==> src/rtl/pippo_wbctrl_if.sv <==
// Write-back stage handshake bundle: instruction/LSU status in, GPR write port and pulses out.
// The slave modport is the controller; the master modport is whoever drives the WB stage.
interface pippo_wbctrl_if;
  logic       wb_valid;
  logic [1:0] wb_src;
  logic       wb_upd;
  logic [4:0] wb_rd;
  logic [4:0] wb_ra;
  logic       wb_freeze;
  logic       lsu_ack;
  logic       lsu_err;
  logic [1:0] mux_sel;
  logic       gpr_we;
  logic [4:0] gpr_waddr;
  logic       wb_stall;
  logic       wb_done;
  logic       wb_abort;

  modport master (
    output wb_valid, wb_src, wb_upd, wb_rd, wb_ra, wb_freeze, lsu_ack, lsu_err,
    input  mux_sel, gpr_we, gpr_waddr, wb_stall, wb_done, wb_abort
  );

  modport slave (
    input  wb_valid, wb_src, wb_upd, wb_rd, wb_ra, wb_freeze, lsu_ack, lsu_err,
    output mux_sel, gpr_we, gpr_waddr, wb_stall, wb_done, wb_abort
  );
endinterface

==> src/rtl/pippo_wbctrl.sv <==
// Write-back controller: sequences GPR writes for ALU/SPR/LSU results, waits on load data
// with a timeout, and issues the second rA write of update-form loads/stores.
module pippo_wbctrl #(
  parameter logic [7:0] LSU_TIMEOUT = 8'd255
) (
  input logic           clk,
  input logic           rst_n,
  pippo_wbctrl_if.slave bus
);

  typedef enum logic [1:0] {StIdle, StWaitLsu, StUpd} state_e;

  localparam logic [1:0] SrcLsu = 2'b01;
  localparam logic [1:0] SrcEa  = 2'b11;
  localparam logic [7:0] TimeoutLast = LSU_TIMEOUT - 8'd1;

  state_e     state_q, state_d;
  logic [7:0] cnt_q, cnt_d;
  logic [1:0] src_q, src_d;
  logic       upd_q, upd_d;
  logic [4:0] rd_q, rd_d;
  logic [4:0] ra_q, ra_d;

  logic [1:0] mux_sel;
  logic       gpr_we;
  logic [4:0] gpr_waddr;
  logic       wb_stall;
  logic       wb_done;
  logic       wb_abort;
  logic       accept;
  logic       upd_eff;

  assign accept  = (state_q == StIdle) && bus.wb_valid && !bus.wb_freeze;
  // Update form degenerates to a single write when rA is r0 or aliases rD.
  assign upd_eff = bus.wb_upd && (bus.wb_ra != 5'd0) && (bus.wb_ra != bus.wb_rd);

  always_comb begin
    state_d   = state_q;
    cnt_d     = cnt_q;
    src_d     = src_q;
    upd_d     = upd_q;
    rd_d      = rd_q;
    ra_d      = ra_q;
    mux_sel   = 2'b00;
    gpr_we    = 1'b0;
    gpr_waddr = 5'd0;
    wb_stall  = 1'b0;
    wb_done   = 1'b0;
    wb_abort  = 1'b0;

    case (state_q)
      StIdle: begin
        if (accept) begin
          mux_sel = bus.wb_src;
          src_d   = bus.wb_src;
          upd_d   = upd_eff;
          rd_d    = bus.wb_rd;
          ra_d    = bus.wb_ra;
          if (bus.wb_src == SrcLsu && bus.lsu_err) begin
            wb_abort = 1'b1;
          end else if (bus.wb_src != SrcLsu || bus.lsu_ack) begin
            gpr_we    = 1'b1;
            gpr_waddr = bus.wb_rd;
            if (upd_eff) begin
              wb_stall = 1'b1;
              state_d  = StUpd;
            end else begin
              wb_done = 1'b1;
            end
          end else begin
            wb_stall = 1'b1;
            cnt_d    = 8'd0;
            state_d  = StWaitLsu;
          end
        end
      end

      StWaitLsu: begin
        wb_stall = 1'b1;
        mux_sel  = src_q;
        if (!bus.wb_freeze) begin
          if (bus.lsu_err) begin
            wb_abort = 1'b1;
            state_d  = StIdle;
          end else if (bus.lsu_ack) begin
            gpr_we    = 1'b1;
            gpr_waddr = rd_q;
            if (upd_q) begin
              state_d = StUpd;
            end else begin
              wb_done = 1'b1;
              state_d = StIdle;
            end
          end else if (cnt_q == TimeoutLast) begin
            wb_abort = 1'b1;
            state_d  = StIdle;
          end else if (cnt_q != 8'hff) begin
            cnt_d = cnt_q + 8'd1;
          end
        end
      end

      StUpd: begin
        mux_sel = SrcEa;
        if (!bus.wb_freeze) begin
          gpr_we    = 1'b1;
          gpr_waddr = ra_q;
          wb_done   = 1'b1;
          state_d   = StIdle;
        end
      end

      default: state_d = StIdle;
    endcase
  end

  always_ff @(posedge clk or negedge rst_n) begin
    if (!rst_n) begin
      state_q <= StIdle;
      cnt_q   <= 8'd0;
      src_q   <= 2'b00;
      upd_q   <= 1'b0;
      rd_q    <= 5'd0;
      ra_q    <= 5'd0;
    end else begin
      state_q <= state_d;
      cnt_q   <= cnt_d;
      src_q   <= src_d;
      upd_q   <= upd_d;
      rd_q    <= rd_d;
      ra_q    <= ra_d;
    end
  end

  assign bus.mux_sel   = mux_sel;
  assign bus.gpr_we    = gpr_we;
  assign bus.gpr_waddr = gpr_waddr;
  assign bus.wb_stall  = wb_stall;
  assign bus.wb_done   = wb_done;
  assign bus.wb_abort  = wb_abort;

endmodule
==> src/flat_wrapper.sv <==
// flat-port wrapper written by rule: the top's interface ports become plain ports
module pippo_wbctrl_flat 
#(
  parameter logic [7:0] LSU_TIMEOUT = 8'd255
)
  (clk, rst_n, bus_wb_valid, bus_wb_src, bus_wb_upd, bus_wb_rd, bus_wb_ra, bus_wb_freeze, bus_lsu_ack, bus_lsu_err, bus_mux_sel, bus_gpr_we, bus_gpr_waddr, bus_wb_stall, bus_wb_done, bus_wb_abort);
  pippo_wbctrl_if bus_i ();
  input logic clk;
  input logic rst_n;
  input wire logic [$bits(bus_i.wb_valid)-1:0] bus_wb_valid;
  input wire logic [$bits(bus_i.wb_src)-1:0] bus_wb_src;
  input wire logic [$bits(bus_i.wb_upd)-1:0] bus_wb_upd;
  input wire logic [$bits(bus_i.wb_rd)-1:0] bus_wb_rd;
  input wire logic [$bits(bus_i.wb_ra)-1:0] bus_wb_ra;
  input wire logic [$bits(bus_i.wb_freeze)-1:0] bus_wb_freeze;
  input wire logic [$bits(bus_i.lsu_ack)-1:0] bus_lsu_ack;
  input wire logic [$bits(bus_i.lsu_err)-1:0] bus_lsu_err;
  output wire logic [$bits(bus_i.mux_sel)-1:0] bus_mux_sel;
  output wire logic [$bits(bus_i.gpr_we)-1:0] bus_gpr_we;
  output wire logic [$bits(bus_i.gpr_waddr)-1:0] bus_gpr_waddr;
  output wire logic [$bits(bus_i.wb_stall)-1:0] bus_wb_stall;
  output wire logic [$bits(bus_i.wb_done)-1:0] bus_wb_done;
  output wire logic [$bits(bus_i.wb_abort)-1:0] bus_wb_abort;
  assign bus_i.wb_valid = bus_wb_valid;
  assign bus_i.wb_src = bus_wb_src;
  assign bus_i.wb_upd = bus_wb_upd;
  assign bus_i.wb_rd = bus_wb_rd;
  assign bus_i.wb_ra = bus_wb_ra;
  assign bus_i.wb_freeze = bus_wb_freeze;
  assign bus_i.lsu_ack = bus_lsu_ack;
  assign bus_i.lsu_err = bus_lsu_err;
  assign bus_mux_sel = bus_i.mux_sel;
  assign bus_gpr_we = bus_i.gpr_we;
  assign bus_gpr_waddr = bus_i.gpr_waddr;
  assign bus_wb_stall = bus_i.wb_stall;
  assign bus_wb_done = bus_i.wb_done;
  assign bus_wb_abort = bus_i.wb_abort;
  pippo_wbctrl #(.LSU_TIMEOUT(LSU_TIMEOUT)) u_core (.clk(clk), .rst_n(rst_n), .bus(bus_i));
endmodule
==> config.mk <==
export PLATFORM = sky130hd
export DESIGN_NAME = pippo_wbctrl_flat
export DESIGN_NICKNAME = d
export VERILOG_FILES = /design/src/rtl/pippo_wbctrl_if.sv /design/src/rtl/pippo_wbctrl.sv /design/src/flat_wrapper.sv
export SDC_FILE = /design/constraint.sdc
export NUM_CORES = 1
export LEC_CHECK = 0
export BUFFER_PORTS_ARGS = -buffer_cell sky130_fd_sc_hd__buf_2
export CORE_MARGIN = 2
export CORE_UTILIZATION = 35
export CTS_CLUSTER_SIZE = 20
export DETAILED_ROUTE_END_ITERATION = 8
export PLACE_DENSITY_LB_ADDON = 0.1
export SYNTH_ARGS = -nofsm -noshare
export SYNTH_HDL_FRONTEND = slang
export SYNTH_SLANG_ARGS = --single-unit
==> constraint.sdc <==
create_clock -name clk -period 2.2 [get_ports clk]
set_clock_uncertainty 0.15 [all_clocks]
set_input_delay 0.33 -clock clk [delete_from_list [all_inputs] [get_ports clk]]
set_output_delay 0.33 -clock clk [all_outputs]
set_load 0.05 [all_outputs]
==> run metrics, run 1 <==
Detailed Place HPWL approximately 2.9 mm; Synth-to-Final Area Change 32.47%; Starting Density 36.94%; Seq/Total Area, Yosys between 30% and 40%; synthesis-stage register bit count 23; crit path DAT between 1.5 and 2 ns; Sw Pwr approximately 0.00082 W; Mapped Area about 0.0015 sq mm; Crit path buffers/inverters 2; FP Rows 23; Avg Vias per Cell approximately 5.5; PD cells between 900 and 1000 mW/mm^2; Final Util 48.94%; Ys Warns 0; CTS tree done; dominant synthesized flop cell dfrtp_1; Max FO, Critical Path 7; outcome complete, but fails checks; DIE AREA between 0.004 and 0.005 sq mm; antenna violations before repair 0; fin crit period approximately 2.2 ns; top cells by area, synth dfrtp_1 38%, nand2_1 12%, or4_1 3.0%, a22o_1 2.9%, nor2_1 2.8%; final cell count without fillers about 270; I/O pins 30; DIE WIDTH slightly below 70 um; Root Driver clkbuf_8; nets between 200 and 250; GRT met3 Usage 2.907%; R2R setup slack 0.19 ns; antenna viol nets, final 0; # DRC 0; # diodes 0; count of input and output buffers 29; FILL cells 385; die height 69.44 um; All-Layer GR Usage approximately 18%; Detailed Routing Iterations Pass 1 4; HP Start bus_wb_rd[3]; clock-pin slew on the worst setup and hold paths 0.09 ns; Slew Limit Headroom around 63%; critical path type flop to output port; Clk pwr share between 10% and 20%; failing checks negative setup slack; cells along the critical path or2_4 > nor4b_4 > buf_6 > a22o_1 > a21o_2 > buf_8; Comb pwr share between 50 and 60%; vias in the first global route approximately 1,500; Power Total ~0.0019 W; total congestion overflow 0; Critical Path End Type output port; crit-path max cell delay approximately 0.41 ns; crit start category flop; Placed Cells incl. Taps 265; layout cells sized above 1 31.05%; delay-heaviest family, CP simple AND/OR/NAND/NOR gates; clk buf depth 2; async set-reset flop share out of synthesis 100.0%; commonest cells in the netlist 46 x nand2_1, 23 x dfrtp_1, 11 x nor2_1; GR Util met1 between 20% and 30%; H-tree Lvls 1; period utilisation layout 101.8%; LEAKAGE 0.8893 nW; share of power burned in registers between 30% and 40%; total number of vias 1,484; Num CTS Buffers 3; switch share between 40% and 50%; Max Cap Violations 0; Critical Path Start u_core.state_q[0]; synth unique cells 45; Hold Crit Class input port to flop; cell taking the most area after synthesis dfrtp_1; top-count cell post-synth nand2_1; wire per inst between 15 and 20 um; busiest layer in global routing met2; first-pass GRT wire length 6.982 mm; largest net degree at the start of global routing 24; Least-Margin Pin Slew around 0.55 ns; fmax around 450 MHz; final setup margin -0.04014 ns; peak supply drop 0.0004267 V; internal power roughly 0.0011 W; 1st-iter DRT viols roughly 110; RSZ-0062 raised after global routing true; number of synthesized flops with an enable pin 0; share of the synthesized area in the top cell type 38.40%; Final Hold Viols 0; met2 Resource Use GR slightly below 30%; clock sink total 23; Synth Instances ~180; Setup Viol. Count Final 5; Slowest-stage cell, CP dfrtp_1; Syn Area/Cell a little over 8 sq um; worst r2r src u_core.state_q[1]; Detailed Route WL 4.096 mm; GP Congestion between 0.8 and 0.9; clock latency on the worst-skew pair between 0.2 and 0.3 ns; Critical Path RT around 1.7 ns; Slew Limit Fails 0; syn nets between 200 and 250; # Post-CTS Setup Buffers 0; core area roughly 0.0041 sq mm
final cells by class:
type | count | area [sq um] | share of cell area [%]
well taps | 50 | 62.56 | 3.151
multi-input cells | 145 | 943.4 | 47.51
inverters | 4 | 15.01 | 0.7561
clock buffers | 4 | 45.04 | 2.268
flip-flops and latches | 23 | 575.6 | 28.99
repair buffers | 43 | 344.1 | 17.33
timing repair:
action | CTS | global route
hold buffers | 1 | 0
resized for setup | 34 | 11
hold endpoints to repair | 23 | 0
pin swaps | 2 | 5
setup endpoints to repair | 11 | 11
sequential cells by signal (all words and copies together) (netlist names):
| register | count |
|---|---|
| u_core.cnt_q | 8 |
| u_core.ra_q | 5 |
| u_core.rd_q | 5 |
| u_core.src_q | 2 |
| u_core.state_q | 2 |
| u_core.upd_q | 1 |
worst paths after layout:
path	endpoint	depth (start not counted)
min in group asynchronous	u_core.cnt_q[0]	2
setup reg to reg	u_core.cnt_q[7]	6
hold reg to reg	u_core.ra_q[4]	2
setup / recovery	bus_gpr_waddr[2]	6
hold / removal	u_core.rd_q[3]	3
max in group asynchronous	u_core.rd_q[4]	2
layout by cell type, fill, tap and decap left out, drive strengths merged, types with 2 or more instances in the layout:
master,instances
xnor2,2
nor4b,2
nand3,2
buf,39
mux2i,2
dfrtp,23
o21a,3
nor4,3
o31ai,3
nand2b,2
a22o,5
or4,6
xor2,3
nand2,46
a22oi,2
or3,2
o211ai,3
a21oi,6
clkbuf,7
o2111ai,2
inv,4
ha,2
o31a,2
o21ai,7
a31o,2
a21o,5
nand4,2
or2,2
nor2,11
nor3,6
routing by layer:
metal  vias to the layer above  wire length [um]
li1                        735                 -
met3                         4               133
met2                        26              2004
met5                         -                 0
met1                       719              1907
met4                         0                51
per-stage QoR:
stage | worst slack (ns) | TNS [ns] | hold WS [ns] | instance area [sq um]
CTS | -0.04883 | -0.2366 | 0.1432 | 1951
detailed placement | 0.06195 | 0 | 0.2032 | 1785
floorplan | -0.1017 | -0.1017 | -0.1156 | 1518
finish | -0.04014 | -0.1507 | 0.1451 | 1986
global route | -0.1163 | -0.7222 | 0.1487 | 1986
global placement | 0.04402 | 0 | 0.1877 | 1785
power by group through the flow:
| stage | Sequential (W) | Combinational [W] | Clock [W] |
|---|---|---|---|
| after global routing | 0.000668 | 0.00106 | 0.000301 |
| final | 0.000650 | 0.000968 | 0.000272 |
| after global placement | 0.000649 | 0.000804 | 0 |
| after CTS | 0.000647 | 0.000943 | 0.000280 |
| after floorplan | 0.000620 | 0.000611 | 0 |
| after detailed placement | 0.000652 | 0.000813 | 0 |
cells by family after synthesis:
logic type	synth area share [%]
AOI/OAI and AO/OA	21.79
xor gates and xnor gates	2.922
adders and majority gates	1.669
buffers and inverters	4.006
DFF	38.40
muxes	1.336
and+or+nand+nor	29.88
worst min-delay path: stages:
cell     delay [ns]
buf_2          0.11
nand2_1        0.05
nand2_1        0.05
No activity file was read; power rests on OpenSTA's default activity.
==> inputs of run 2 (changes only) <==
--- a/config.mk
+++ b/config.mk
@@ -6,6 +6,7 @@
 export NUM_CORES = 1
 export LEC_CHECK = 0
 export BUFFER_PORTS_ARGS = -buffer_cell sky130_fd_sc_hd__buf_2
+export CORE_ASPECT_RATIO = 1.4
 export CORE_MARGIN = 2
 export CORE_UTILIZATION = 35
 export CTS_CLUSTER_SIZE = 20
==> run 2 against run 1 <==
Net effect:
- the run still ends with negative setup slack left
- via count up 1.7%
- first-iteration DRC count shrank 56%
- total power shrank 2.7%
- core utilization fell by 1.4 points
- worst setup slack improved by 0.019 ns
- sequential share of layout area is 0.055 points higher
==> run metrics, run 2 (synthesis gave the netlist of run 1 again) <==
outcome complete, but fails checks; failing checks negative setup slack; placed cell area ~0.0018 sq mm; peak supply drop approximately 0.00048 V; max reg flops 8; Placed Cells incl. Taps about 260; R2R setup slack 0.21 ns; antenna viol nets, final 0; R2R cell count 5; leading cell type in the layout, fill and taps excluded nand2_1; GP Congestion 0.8485; Detailed Route WL about 4 mm; WL met3 around 110 um; DIE WIDTH roughly 60 um; FP Rows 28; 1st-iter DRT viols 47; PD cells between 900 and 1000 mW/mm^2; Slew Limit Headroom 64.64%; period utilisation layout 101.0%; commonest cells after routing, fill and taps aside 45 x nand2_1, 23 x dfrtp_1, 18 x buf_2, 16 x buf_4, 9 x nor2_1; nets around 250; end point of the critical path bus_gpr_waddr[2]; Root Driver clkbuf_8; crit start category flop; internal power approximately 0.0010 W; switch share between 40 and 50%; Least-Margin Pin Slew 0.5304 ns; fin crit period roughly 2.2 ns; Max Cap Violations 0; final cell count without fillers approximately 270; Setup Viol. Count Final 5; count of input and output buffers 29; worst slack at placement around 0.021 ns; Detailed Routing Iterations Pass 1 4; Synth-to-Final Area Change 32.22%; DIE AREA around 0.0048 sq mm; fmax around 450 MHz; Critical Path End Type output port; largest net degree at the start of global routing 24; Num CTS Buffers 3; Largest Register u_core.cnt_q; clock sink total 23; Final Hold Viols 0; Avg Vias per Cell between 5 and 6; antenna violations before repair 0; total number of vias approximately 1,500; Power Total between 0.0015 and 0.002 W; clk buf depth 2; I/O pins 30; # DRC 0; share of power burned in registers a little over a third; Max FO, Critical Path 7; Sw Pwr between 0.0007 and 0.0008 W; CTS tree done; worst r2r src u_core.state_q[0]; M1 wire length around 1.7 mm; Critical Path Start u_core.state_q[0]; Hold Crit Class input port to flop; first-pass GRT wire length roughly 7 mm; All-Layer GR Usage a little under a fifth; Starting Density between 30% and 40%; clock latency on the worst-skew pair around 0.27 ns; core area ~0.0042 sq mm; vias in the first global route about 1,600; metal2 WL 2.301 mm; Critical Path RT 1.72 ns; Regs by FF count u_core.cnt_q: 8 flops, u_core.ra_q: 5 flops, u_core.rd_q: 5 flops; Clk pwr share between 10% and 20%; worst reg2reg endpoint u_core.cnt_q[0]; clock-pin slew on the worst setup and hold paths about 0.090 ns; # diodes 0; crit path DAT between 1.5 and 2 ns; Top Metal Used met4; layout cells sized above 1 between 30% and 40%; Final Cell Area between 0.0015 and 0.002 sq mm; total congestion overflow 0; die height between 80 and 90 um; Hold Slack between 0.15 and 0.2 ns; FILL cells roughly 440; Slew Limit Fails 0; Detailed Place HPWL between 3 and 4 mm; critical path type flop to output port; Comb pwr share between 40% and 50%; RSZ-0062 raised after global routing true; wire per inst 15.34 um; LEAKAGE between 0.9 and 1 nW; final setup margin -0.02106 ns; H-tree Lvls 1
==> run 2: per-stage QoR <==
step	TNS [ns]	utilization (%)
global placement	0	42.32
global route	-0.6192	47.54
CTS	-0.3212	45.35
detailed placement	0	42.32
finish	-0.08006	47.54
floorplan	-0.1017	-
==> run 2: critical path, stage by stage (launching register included) <==
cell	delay, ns
dfrtp_1	0.40
or2_4	0.29
nor4b_4	0.21
buf_4	0.19
a22o_1	0.14
a21o_2	0.10
buf_8	0.14
==> run 2: cell type report <==
class                           count  area, sq um  share of cell area, %
Multi-Input combinational cell    145        927.1                  46.78
Clock buffer                        4        45.04                  2.273
Inverter                            4        15.01                 0.7576
Timing Repair Buffer               47        362.8                  18.31
Tap cell                           45        56.30                  2.841
Sequential cell                    23        575.6                  29.04
==> run 2: routing by layer <==
| metal | GRT usage, % | vias to the layer above |
|---|---|---|
| met3 | 2.362 | 4 |
| li1 | - | 738 |
| met1 | 21.25 | 741 |
| met4 | 6.591 | 0 |
| met2 | 34.95 | 26 |
| met5 | 0 | - |
==> run 2: power groups by stage <==
| stage | sequential (W) | combinational (W) | clock (W) |
|---|---|---|---|
| final | 0.000655 | 0.000916 | 0.000269 |
| after global placement | 0.000653 | 0.000765 | 0 |
| after global routing | 0.000671 | 0.00101 | 0.000295 |
| after CTS | 0.000656 | 0.000855 | 0.000276 |
| after floorplan | 0.000620 | 0.000611 | 0 |
| after detailed placement | 0.000663 | 0.000777 | 0 |
==> run 2: worst min-delay path by stage <==
| stage | from | end | slack, ns | depth (start not counted) |
|---|---|---|---|---|
| finish | bus_wb_ra[1] | u_core.ra_q[1] | 0.15 | 3 |
| global placement | rst_n | u_core.cnt_q[3] | 0.19 | 1 |
| CTS | bus_wb_ra[4] | u_core.ra_q[4] | 0.15 | 3 |
| floorplan | rst_n | u_core.cnt_q[0] | -0.12 | 0 |
| detailed placement | rst_n | u_core.cnt_q[2] | 0.20 | 1 |
| global route | bus_wb_ra[4] | u_core.ra_q[4] | 0.16 | 3 |
==> run 2: timing repair <==
action	CTS	global route
setup endpoints to repair	11	11
hold endpoints to repair	23	0
pin swaps	2	3
resized for setup	19	15
buffers inserted	1	4
hold buffers	1	0
